File: src/rtl/key_cmd_pkg.sv
// Shared key codes, FSM state encoding and helpers for the keypad command decoder.
package key_cmd_pkg;

    localparam int unsigned CODE_W = 4;

    localparam logic [CODE_W-1:0] KEY_NONE     = 4'd0;
    localparam logic [CODE_W-1:0] KEY_FREQ_UP  = 4'd1;
    localparam logic [CODE_W-1:0] KEY_FREQ_DN  = 4'd2;
    localparam logic [CODE_W-1:0] KEY_DEPTH_UP = 4'd3;
    localparam logic [CODE_W-1:0] KEY_DEPTH_DN = 4'd4;

    typedef enum logic [1:0] {
        IDLE   = 2'd0,
        HOLD   = 2'd1,
        REPEAT = 2'd2
    } state_e;

    function automatic logic is_cmd_code(input logic [CODE_W-1:0] code);
        return (code >= KEY_FREQ_UP) && (code <= KEY_DEPTH_DN);
    endfunction

endpackage

File: src/rtl/key_hold_timer.sv
// Loadable down-counter used to time hold-before-repeat and repeat intervals.
module key_hold_timer #(
    parameter int unsigned WIDTH = 8
) (
    input  logic             clk_in,
    input  logic             rst,
    input  logic             load,
    input  logic [WIDTH-1:0] load_value,
    input  logic             dec,
    output logic [WIDTH-1:0] value,
    output logic             zero
);

    logic [WIDTH-1:0] count_q;

    // Holds at zero rather than wrapping; the FSM reloads before it would matter.
    always_ff @(posedge clk_in or posedge rst) begin
        if (rst) begin
            count_q <= '0;
        end else if (load) begin
            count_q <= load_value;
        end else if (dec && (count_q != '0)) begin
            count_q <= count_q - 1'b1;
        end
    end

    assign value = count_q;
    assign zero  = (count_q == '0);

endmodule

File: src/rtl/key_cmd_decoder.sv
// Turns synchronised keypad codes into command pulses and saturating freq/depth indices.
// Hold-to-auto-repeat is built only when KEY_AUTOREPEAT_EN is defined.
module key_cmd_decoder
    import key_cmd_pkg::*;
#(
    parameter int unsigned FREQ_MAX      = 15,
    parameter int unsigned FREQ_DEFAULT  = 4,
    parameter int unsigned DEPTH_MAX     = 7,
    parameter int unsigned DEPTH_DEFAULT = 4,
    parameter int unsigned HOLD_CYCLES   = 50_000_000,
    parameter int unsigned REPEAT_CYCLES = 10_000_000
) (
    input  logic              clk_in,
    input  logic              rst,
    input  logic [CODE_W-1:0] key_code,
    input  logic              key_pressed,
    output logic [3:0]        freq_sel,
    output logic [2:0]        depth_sel,
    output logic              cmd_valid,
    output logic [CODE_W-1:0] cmd_code,
    output logic              at_limit
);

    logic [CODE_W-1:0] code_m, code_s;
    logic              pressed_m, pressed_s;

    always_ff @(posedge clk_in or posedge rst) begin
        if (rst) begin
            code_m    <= KEY_NONE;
            code_s    <= KEY_NONE;
            pressed_m <= 1'b0;
            pressed_s <= 1'b0;
        end else begin
            code_m    <= key_code;
            code_s    <= code_m;
            pressed_m <= key_pressed;
            pressed_s <= pressed_m;
        end
    end

    state_e            state;
    logic [CODE_W-1:0] held_code;
    logic              active;
    logic              still_held;

    assign active     = pressed_s && is_cmd_code(code_s);
    assign still_held = active && (code_s == held_code);

`ifdef KEY_AUTOREPEAT_EN
    localparam int unsigned CNT_MAX = (HOLD_CYCLES > REPEAT_CYCLES) ? HOLD_CYCLES : REPEAT_CYCLES;
    localparam int unsigned CNT_W   = (CNT_MAX > 1) ? $clog2(CNT_MAX) : 1;

    logic             tmr_load;
    logic             tmr_dec;
    logic [CNT_W-1:0] tmr_load_value;
    logic [CNT_W-1:0] unused_tmr_value;
    logic             tmr_zero;

    key_hold_timer #(
        .WIDTH (CNT_W)
    ) u_hold_timer (
        .clk_in     (clk_in),
        .rst        (rst),
        .load       (tmr_load),
        .load_value (tmr_load_value),
        .dec        (tmr_dec),
        .value      (unused_tmr_value),
        .zero       (tmr_zero)
    );
`else
    logic unused_timing_cfg;
    assign unused_timing_cfg = ^{HOLD_CYCLES, REPEAT_CYCLES};
`endif

    logic              fire;
    logic [CODE_W-1:0] fire_code;

    always_comb begin
        fire      = 1'b0;
        fire_code = held_code;
`ifdef KEY_AUTOREPEAT_EN
        tmr_load       = 1'b0;
        tmr_dec        = 1'b0;
        tmr_load_value = CNT_W'(REPEAT_CYCLES - 1);
`endif
        case (state)
            IDLE: begin
                if (active) begin
                    fire      = 1'b1;
                    fire_code = code_s;
`ifdef KEY_AUTOREPEAT_EN
                    tmr_load       = 1'b1;
                    tmr_load_value = CNT_W'(HOLD_CYCLES - 1);
`endif
                end
            end
`ifdef KEY_AUTOREPEAT_EN
            HOLD, REPEAT: begin
                if (still_held) begin
                    if (tmr_zero) begin
                        fire     = 1'b1;
                        tmr_load = 1'b1;
                    end else begin
                        tmr_dec = 1'b1;
                    end
                end
            end
`endif
            default: ;
        endcase
    end

    logic [3:0] freq_d;
    logic [2:0] depth_d;
    logic       limit;

    // Saturate at either end; a blocked step still reports as a command, flagged by limit.
    always_comb begin
        freq_d  = freq_sel;
        depth_d = depth_sel;
        limit   = 1'b0;
        if (fire) begin
            case (fire_code)
                KEY_FREQ_UP: begin
                    if (freq_sel == 4'(FREQ_MAX)) limit = 1'b1;
                    else freq_d = freq_sel + 4'd1;
                end
                KEY_FREQ_DN: begin
                    if (freq_sel == 4'd0) limit = 1'b1;
                    else freq_d = freq_sel - 4'd1;
                end
                KEY_DEPTH_UP: begin
                    if (depth_sel == 3'(DEPTH_MAX)) limit = 1'b1;
                    else depth_d = depth_sel + 3'd1;
                end
                KEY_DEPTH_DN: begin
                    if (depth_sel == 3'd0) limit = 1'b1;
                    else depth_d = depth_sel - 3'd1;
                end
                default: ;
            endcase
        end
    end

    always_ff @(posedge clk_in or posedge rst) begin
        if (rst) begin
            state     <= IDLE;
            held_code <= KEY_NONE;
            cmd_valid <= 1'b0;
            cmd_code  <= KEY_NONE;
            at_limit  <= 1'b0;
            freq_sel  <= 4'(FREQ_DEFAULT);
            depth_sel <= 3'(DEPTH_DEFAULT);
        end else begin
            cmd_valid <= fire;
            at_limit  <= limit;
            freq_sel  <= freq_d;
            depth_sel <= depth_d;
            if (fire) cmd_code <= fire_code;

            case (state)
                IDLE: begin
                    if (active) begin
                        held_code <= code_s;
                        state     <= HOLD;
                    end
                end
                HOLD: begin
                    if (!still_held) begin
                        state <= IDLE;
`ifdef KEY_AUTOREPEAT_EN
                    end else if (tmr_zero) begin
                        state <= REPEAT;
`endif
                    end
                end
`ifdef KEY_AUTOREPEAT_EN
                REPEAT: begin
                    if (!still_held) state <= IDLE;
                end
`endif
                default: state <= IDLE;
            endcase
        end
    end

endmodule

File: config.mk
export PLATFORM = sky130hd
export DESIGN_NAME = key_cmd_decoder
export DESIGN_NICKNAME = d
export VERILOG_FILES = /design/src/rtl/key_cmd_pkg.sv /design/src/rtl/key_hold_timer.sv /design/src/rtl/key_cmd_decoder.sv
export SDC_FILE = /design/constraint.sdc
export NUM_CORES = 1
export LEC_CHECK = 0
export BUFFER_PORTS_ARGS = -buffer_cell sky130_fd_sc_hd__buf_2
export CAP_MARGIN = 10
export CORE_UTILIZATION = 50
export CTS_BUF_LIST = sky130_fd_sc_hd__clkbuf_4 sky130_fd_sc_hd__clkbuf_8
export CTS_CLUSTER_DIAMETER = 30
export DETAILED_ROUTE_END_ITERATION = 8
export PLACE_DENSITY = 0.74
export SLEW_MARGIN = 20
export SYNTH_ARGS = -nofsm -noshare
export SYNTH_HDL_FRONTEND = slang
export SYNTH_HIERARCHICAL = 1
export SYNTH_SLANG_ARGS = --single-unit
File: constraint.sdc
create_clock -name clk_in -period 1.9 [get_ports clk_in]
set_input_delay 0.57 -clock clk_in [delete_from_list [all_inputs] [get_ports clk_in]]
set_output_delay 0.57 -clock clk_in [all_outputs]
set_load 0.01 [all_outputs]
==> flow_summary.toml <==
[status]
status = "finished with violations"
violations = "setup timing"

[yosys]
synth_top_family_by_area = "simple AND/OR/NAND/NOR gates"
yosys.area_share.simple = 0.220
yosysSeqAreaShare = 0.498
yosysWarnings = 6
synth_edf_count = 0
syn_nets = 145
synth_seq_cells = 28
synthMuxAreaShare = 0.0239
syn_area_per_cell_sq_um = 10.4
syn_inst = 136
synth.distinct_cells = 47
async_flop_share = 1.00
synth_xor_area_frac = 0.0496
synth_compound_area_frac = 0.150
synthFlopType = "dfrtp_1"
synth-adder-area-share = 0.0230
synth.cell_area_sq_um = 1410

[pwr]
powerDensity_nw_per_um2 = 922
power_leakage_nw = 0.885
power_w = 0.00182
ir_worst_vdd_mv = 0.819

[timing]
rsz0062_at_grt = "yes"
finalCriticalPeriod_ns = 2.16
final-hold-violation-count = 0
finalCritPeriodShare = 1.14
clock.fmax_mhz = 462
hold_slack_ns = 0.264
worst_pin_slew_ns = 0.346
finalMaxSlewViolations = 0
slew-limit-headroom = 0.769
clock_skew_ns = 0.00843
setup_viol = 4
setup_slack_ns = -0.263

[flow_run]
cap_violations = 0

[setup_path]
cp.arrival_ns = 2.46
critical_path_class = "reg -> reg"
rr_endpoint = "freq_sel[2]"
setup.worst_path.start = "held_code[3]"
cpMaxStageDelayCell = "or4b_4"
cp.required_ns = 2.20
cp_max_fo = 2
slowest_delay_ns = 0.47
path_depth = 8
path_delay_family = "simple AND/OR/NAND/NOR gates"
crit_buf_inv = 0
worstReg2RegStart = "held_code[3]"
r2r_cells = 8
worstSetupEndpointType = "flop"
ff2ff_setup_slack_ns = -0.26
path_cells = "nor4b_4 -> o22a_1 -> o211ai_1 -> xnor2_1 -> ha_2 -> nor2_2 -> or4b_4 -> nand3_2"
crit_path_end = "freq_sel[2]"
setup.worst_path.start_class = "flop"

[place]
hpwl_um = 2270
place_area_sq_um = 1760
gp_congestion = 0.907
dp.cells = 211
port_buffers = 19

[layout]
fin_area_sq_um = 1980
fin_cells = 221
fin_nets = 201
drive_gt1_frac = 0.461
area_growth_pct = 40.2
antenna_cells = 0

[worst_hold_path]
hold_class = "in -> async"

[grt]
grt_pass1_wl_um = 5180
grt_pass1_vias = 1203
global_route.usage.total = 0.244
antenna_found_initial = 0
gr-total-overflow = 0
grt_max_degree = 29

[floorplan]
die_area_sq_um = 3040
ioPinCount = 20
core_area_sq_um = 2570
chipWidth_um = 55.1
start_util = 0.550
dieHeight_um = 55.1
row_count = 18

[clock_tree]
worstSkewPairLatency_ns = 0.34
htreeDepth = 1
ctsHoldBuffers = 0
clk_pin_slew_ns = 0.16
clk_path_buf_depth = 2
clkSinkCount = 28
cts_tree = "built"
cts_buffers = 3
cts-root-buf = "clkbuf_4"

[drt]
vias = 1264
drt-vias-per-instance = 5.72
totalWireLength_um = 3450
drt_iter0_markers = 31
post_drt_wl_per_cell_um = 15.6
ant_nets = 0
drc = 0
first_pass_iters = 4
[power by group]
group          leakage (nW)  total [W]  internal (W)  switching (W)
logic                 0.518   0.000651      0.000332       0.000320
clock network        0.0279   0.000399      0.000214       0.000185
registers             0.340   0.000774      0.000685      0.0000889
[through the flow]
step	utilization	worst slack [ns]	TNS, ns
floorplan	-	-0.194	-0.194
global placement	0.685	-0.135	-0.230
detailed placement	0.685	-0.249	-0.417
CTS	0.747	-0.200	-0.454
global route	0.771	-0.313	-0.918
finish	0.771	-0.263	-0.520
[cells by family after synthesis]
family,Yosys count
buffers and inverters,12
and+or+nand+nor,49
muxes,3
AOI/OAI and AO/OA,34
adders and majority gates,2
xor gates and xnor gates,8
DFF,28
[worst min path at each step]
stage                          from            to  slack (ns)  cells past startpoint
final                           rst  held_code[3]        0.26                      3
after global routing            rst     code_s[3]        0.31                      3
after CTS                       rst     code_m[1]        0.27                      3
after detailed placement  code_m[1]     code_s[1]        0.34                      0
after global placement    code_m[3]     code_s[3]        0.33                      0
after floorplan           code_m[0]     code_s[0]        0.33                      0
[metal layers]
layer  track usage  vias up  wire length, um
met5             0        -                0
met4         0.104        0               55
met3        0.0383        7              107
met2         0.438       24             1760
met1         0.286      633             1530
li1              -      600                -
[state kept, by name, summed over array words and instances, names as in the netlist]
| signal | flops |
|---|---|
| held_code | 4 |
| pressed_s | 1 |
| pressed_m | 1 |
| at_limit | 1 |
| cmd_valid | 1 |
| depth_sel | 3 |
| cmd_code | 4 |
| code_m | 4 |
| state | 1 |
| freq_sel | 4 |
| code_s | 4 |
[cell usage after synthesis, types with 2 or more instances]
library cell  instances  share of area
nor2b_1               4          0.018
nand2b_1              2         0.0089
nor2_1               10          0.027
and3_1                2         0.0089
or3_1                 2         0.0089
nand3_1               4          0.014
a21oi_1               8          0.028
nor3_1                3          0.011
nand2_1               4          0.011
dfrtp_1              26           0.46
dfstp_2               2          0.037
inv_1                 8          0.021
nand4_1               2         0.0089
a31oi_1               4          0.018
mux2_2                2          0.016
xnor2_1               7          0.043
o31ai_1               2          0.011
a22o_1                2          0.012
nand3b_1              2          0.011
clkbuf_1              2         0.0053
o21ai_0              11          0.039
and2_1                2         0.0089
[worst reg2reg max path, cell delays in order, from the launching register on]
cell and delay [ns]:
dfrtp_1 0.44, nor4b_4 0.34, o22a_1 0.23, o211ai_1 0.13, xnor2_1 0.15, ha_2 0.19, nor2_2 0.10, or4b_4 0.47
nand3_2 0.07
[cell type report]
type | count | area, sq um
Multi-Input combinational cell | 96 | 783
Sequential cell | 28 | 703
Fill cell | 172 | 588
Timing Repair Buffer | 55 | 373
Tap cell | 30 | 37.5
Clock inverter | 1 | 30.0
Inverter | 8 | 30.0
Clock buffer | 3 | 22.5
[layout by cell type (no fill, tap or decap), types with 3 or more instances in the layout]
cell type	synthesis	layout
dfrtp_1	26	26
xnor2_1	7	7
a21oi_1	8	7
o21ai_0	11	7
nor2_1	10	9
clkbuf_4	0	3
nand2_1	4	4
buf_4	1	34
a31oi_1	4	3
inv_1	8	8
nor2b_1	4	4
buf_2	1	19
[timing repair]
action	in CTS	in global routing
pin swaps	6	3
setup endpoints to repair	4	7
gates resized for setup	14	13
setup buffers	6	0
(Power assumes the default switching activity.)
